===== config.mk =====
export PLATFORM = sky130hd
export DESIGN_NAME = jtdsp16_rom_loader
export DESIGN_NICKNAME = d
export VERILOG_FILES = /design/src/rtl/jtdsp16_rom_loader.sv
export SDC_FILE = /design/constraint.sdc
export NUM_CORES = 1
export LEC_CHECK = 0
export CAP_MARGIN = 20
export CELL_PAD_IN_SITES_DETAIL_PLACEMENT = 0
export CELL_PAD_IN_SITES_GLOBAL_PLACEMENT = 1
export CORE_UTILIZATION = 42
export CTS_CLUSTER_SIZE = 14
export DETAILED_ROUTE_END_ITERATION = 8
export DONT_BUFFER_PORTS = 1
export PLACE_DENSITY_LB_ADDON = 0.1
export SYNTH_ARGS = -nofsm -noshare
export SYNTH_HDL_FRONTEND = slang
export SYNTH_SLANG_ARGS = --single-unit

===== constraint.sdc =====
create_clock -name clk -period 1.8 [get_ports clk]
set_input_delay 0.18 -clock clk [delete_from_list [all_inputs] [get_ports clk]]
set_output_delay 0.18 -clock clk [all_outputs]
set_load 0.05 [all_outputs]

===== src/rtl/jtdsp16_rom_loader.sv =====
// Byte-serial download of the DSP16 program ROM with a one-cycle write pipeline.
// Optional running byte checksum is built only with JTDSP16_ROM_CKSUM_EN defined.
module jtdsp16_rom_loader #(
  parameter int ROM_BYTES = 8192
) (
  input  logic        clk,
  input  logic        rst_n,
  input  logic        dl_start,
  input  logic        dl_valid,
  input  logic [7:0]  dl_data,
  input  logic        dl_last,
  output logic        dl_ready,
  output logic [12:0] prog_addr,
  output logic [7:0]  prog_data,
  output logic        prog_we,
  output logic        dsp_rst,
  output logic        busy,
  output logic        done,
  output logic [13:0] count,
  output logic [15:0] cksum
);

  typedef enum logic [1:0] {ST_IDLE, ST_LOAD, ST_WLAST, ST_DONE} state_t;

  localparam logic [13:0] LAST_ADDR = 14'(ROM_BYTES - 1);

  state_t      state_q, state_d;
  logic [13:0] count_q, count_d;
  logic [12:0] addr_q, addr_d;
  logic [7:0]  data_q, data_d;
  logic        we_q, we_d;
  logic        dsp_rst_q, dsp_rst_d;
  logic        accept;

  // dl_start wins over a byte offered in the same cycle.
  assign accept = (state_q == ST_LOAD) && dl_valid && !dl_start;

  always_comb begin
    state_d   = state_q;
    count_d   = count_q;
    addr_d    = addr_q;
    data_d    = data_q;
    we_d      = 1'b0;
    dsp_rst_d = dsp_rst_q;
    if (dl_start) begin
      state_d   = ST_LOAD;
      count_d   = '0;
      dsp_rst_d = 1'b1;
    end else begin
      case (state_q)
        ST_LOAD: begin
          if (accept) begin
            we_d    = 1'b1;
            addr_d  = count_q[12:0];
            data_d  = dl_data;
            count_d = count_q + 14'd1;
            if (dl_last || count_q == LAST_ADDR) state_d = ST_WLAST;
          end
        end
        ST_WLAST: begin
          // The last write is on the bus this cycle; release the core as DONE is entered.
          state_d   = ST_DONE;
          dsp_rst_d = 1'b0;
        end
        default: ;
      endcase
    end
  end

  always_ff @(posedge clk or negedge rst_n) begin
    if (!rst_n) begin
      state_q   <= ST_IDLE;
      count_q   <= '0;
      addr_q    <= '0;
      data_q    <= '0;
      we_q      <= 1'b0;
      dsp_rst_q <= 1'b1;
    end else begin
      state_q   <= state_d;
      count_q   <= count_d;
      addr_q    <= addr_d;
      data_q    <= data_d;
      we_q      <= we_d;
      dsp_rst_q <= dsp_rst_d;
    end
  end

`ifdef JTDSP16_ROM_CKSUM_EN
  logic [15:0] cksum_q, cksum_d;

  always_comb begin
    cksum_d = cksum_q;
    if (dl_start)    cksum_d = '0;
    else if (accept) cksum_d = cksum_q + {8'd0, dl_data};
  end

  always_ff @(posedge clk or negedge rst_n) begin
    if (!rst_n) cksum_q <= '0;
    else        cksum_q <= cksum_d;
  end

  assign cksum = cksum_q;
`else
  assign cksum = '0;
`endif

  assign dl_ready  = (state_q == ST_LOAD);
  assign busy      = (state_q == ST_LOAD) || (state_q == ST_WLAST);
  assign done      = (state_q == ST_DONE);
  assign prog_we   = we_q;
  assign prog_addr = addr_q;
  assign prog_data = data_q;
  assign dsp_rst   = dsp_rst_q;
  assign count     = count_q;

endmodule

==> metrics.md <==
| Metric | Value |
|---|---|
| CP arrival | 1.95 ns |
| FFs w/ async S/R, synth | 100% |
| Internal power | 1.57 mW |
| Max Transition Viols Final | 0 |
| Logic gate share of total power | 29.4% |
| Initial antenna violation count | 0 |
| Post-DP HPWL | 2620 um |
| CTS Buffer Depth | 2 |
| Mapped Cells | 176 |
| Psw | 1.39 mW |
| # DRC | 0 |
| Routed Antenna Nets | 0 |
| Clock transition at path regs | 0.08 ns |
| Max-cap violations | 0 |
| Final hold vios | 0 |
| Peak Freq | 579 MHz |
| Area Growth Syn to Fin | 20.8% |
| Largest net degree at the start of global routing | 40 |
| Total gr overflow | 0 |
| Post-synthesis register bit count | 39 |
| CTS tree | yes |
| 1st-pass router iterations | 4 |
| Register area share after synthesis | 53.1% |
| WL/cell | 14.5 um |
| Crit end category | flip-flop |
| Global-route wire length before repair | 6310 um |
| NumNets Final | 224 |
| Max IR drop VDD | 1.20 mV |
| Initial core utilization | 44.7% |
| Seq pwr share | 51.4% |
| Core Rows | 23 |
| Type of origin of the critical path | flip-flop |
| I/O pin cnt | 69 |
| Post-synth EDFFs | 0 |
| Ant. Diodes | 0 |
| Core outline area | 4120 um^2 |
| CTS H-tree depth | 2 |
| Vias in the first global route | 1380 |
| Worst-skew pair later-pin latency | 0.29 ns |
| Final worst-path cycle share | 96.0% |
| Gp weighted congestion | 0.812 |
| Post-synthesis cell area | 1840 um^2 |
| Start of the worst register-to-register path | state_q[1] |
| Post-layout util | 54.0% |
| Initial drt markers | 70 |
| Total power | 2.96 mW |
| CTS root buf | clkbuf_8 |
| Clock network fraction of total power | 19.3% |
| Status | finished clean |
| Leakage power | 1.06 nW |
| Via Count | 1295 |
| Synth area leaders | dfrtp_1 52%, mux2_2 8.0%, nand2_1 6.9%, buf_4 6.5%, ha_1 2.7% |
| Post-synth top flop | dfrtp_1 |
| Worst Max-Slew Pin Slew | 0.642 ns |
| Power density over the cells | 1330 nW/um^2 |
| Die height | 68.2 um |
| Setup crit start | state_q[1] |
| Setup CP Type | reg -> reg |
| Final critical-path required period | 1.73 ns |
| Syn. warnings | 0 |
| Setup TNS | 0 ns |
| Die ar. | 4650 um^2 |
| Die X | 68.2 um |
| Inserted Clock Buffers | 5 |
| Switching Fraction | 47.0% |
| Share of the synthesized area in the top cell type | 51.7% |
| Skew final | 0.0103 ns |
| Worst-path fanout max | 5 |
| Detailed Route WL | 3750 um |
| Via/cell ratio | 5.02 |
| Syn avg cell area | 10.5 um^2 |
| CP required | 2.02 ns |
| Final Setup Violations | 0 |
| HP Class | in -> reg |
| Worst min-delay path startpoint | dl_data[5] |
| Clock sink total | 39 |
| Unique masters post-synth | 35 |
| IO Port Bufs | 0 |
| Placed cells | 239 |
| Count of non-filler cells in the finished layout | 258 |
| Rel. slew slack | 57.1% |
| GRT Util Overall | 19.0% |
| Synth area leader | dfrtp_1 |
| WHS | 0.0108 ns |
| Layout cell share with drive strength beyond 1 | 26.4% |
## critical path, cell delays in order, from the launching register on
cell and delay [ns]:
dfrtp_1 0.39, inv_2 0.08, ha_4 0.15, nand3_4 0.09, or3_4 0.40, or4_1 0.42, a21oi_2 0.13
## stage by stage
stage / cell area [um^2] / setup slack, ns
global placement: 2000 / 0.142
floorplan: 1920 / -0.0215
finish: 2220 / 0.0724
detailed placement: 2000 / 0.0814
global route: 2220 / -0.00495
CTS: 2190 / 0.0646
## sequential cells by signal (all words and copies together), names as in the netlist
signal     flops
count         14
prog_addr     13
prog_data      8
state_q        2
dsp_rst        1
prog_we        1
## power by group through the flow
stage | clock network [mW] | registers, mW | logic (mW)
2_1_floorplan | 0 | 1.56 | 0.642
3_3_place_gp | 0 | 1.53 | 0.797
3_5_place_dp | 0 | 1.54 | 0.820
4_1_cts | 0.597 | 1.52 | 0.866
5_1_grt | 0.641 | 1.54 | 0.954
6_report | 0.570 | 1.52 | 0.869
## path summary, 6_finish.rpt
path                            endpoint  slack, ns  cells after the start
setup reg to reg               count[13]       0.07                      6
min in group asynchronous  prog_addr[12]       0.34                      2
setup / recovery               count[13]       0.07                      6
hold reg to reg                 count[1]       0.57                      2
max in group asynchronous        dsp_rst       1.19                      2
hold / removal              prog_data[5]       0.01                      2
## synthesized netlist by cell type, types with 2 or more instances
master,count
a21oi_1,6
buf_2,2
buf_4,16
clkbuf_1,2
dfrtp_1,38
ha_1,4
inv_1,4
mux2_2,13
nand2_1,34
nand3_1,3
nand4_1,6
nor2_1,10
nor3_1,2
nor4_1,3
o21ai_0,4
or3_1,2
or3_2,2
xnor2_1,4
xor2_1,5
## cell usage in the layout (no fill, tap or decap), types with 2 or more instances in the layout
cell type	count
nand2_1	34
dfrtp_1	34
buf_4	19
conb_1	16
mux2_2	13
nor2_1	10
dlygate4sd3_1	9
nand4_1	6
a21oi_1	5
xor2_1	5
clkbuf_8	5
o21ai_0	4
xnor2_1	4
dfrtp_2	4
inv_1	3
nand3_1	3
ha_1	3
or3_1	2
or3_4	2
nor4_1	2
nor3_1	2
buf_12	2
## repair_timing
action,in CTS,in global routing
resized for setup,0,4
hold buffers,10,0
hold endpoints to repair,62,0
setup buffers,0,1
endpoints found under the setup margin,0,2
## routing by layer
metal	global-route usage [%]	vias to the layer above	share of wire (%)
met4	7.29	0	0.67
li1	-	626	-
met1	22.0	624	44
met5	0	-	0
met3	7.00	2	5.9
met2	31.6	43	49
## layout make-up
| class | instances | area [um^2] |
|---|---|---|
| clock buffer | 6 | 72.6 |
| clock inverter | 2 | 12.5 |
| fill | 370 | 1890 |
| inverter | 5 | 18.8 |
| multi-input combinational | 126 | 801 |
| sequential | 39 | 982 |
| tap | 50 | 62.6 |
| timing repair buffer | 30 | 273 |
## kinds of logic after synthesis
family                     count (synthesis)  share of synthesized area [%]
AOI/OAI and AO/OA                         14                           4.42
DFF                                       39                           53.1
xor gates and xnor gates                   9                           4.29
adders and majority gates                  4                           2.72
buffers and inverters                     26                           8.71
muxes                                     13                           7.96
and+or+nand+nor                           70                           18.6
other                                      1                          0.204
(Power assumes the default switching activity.)
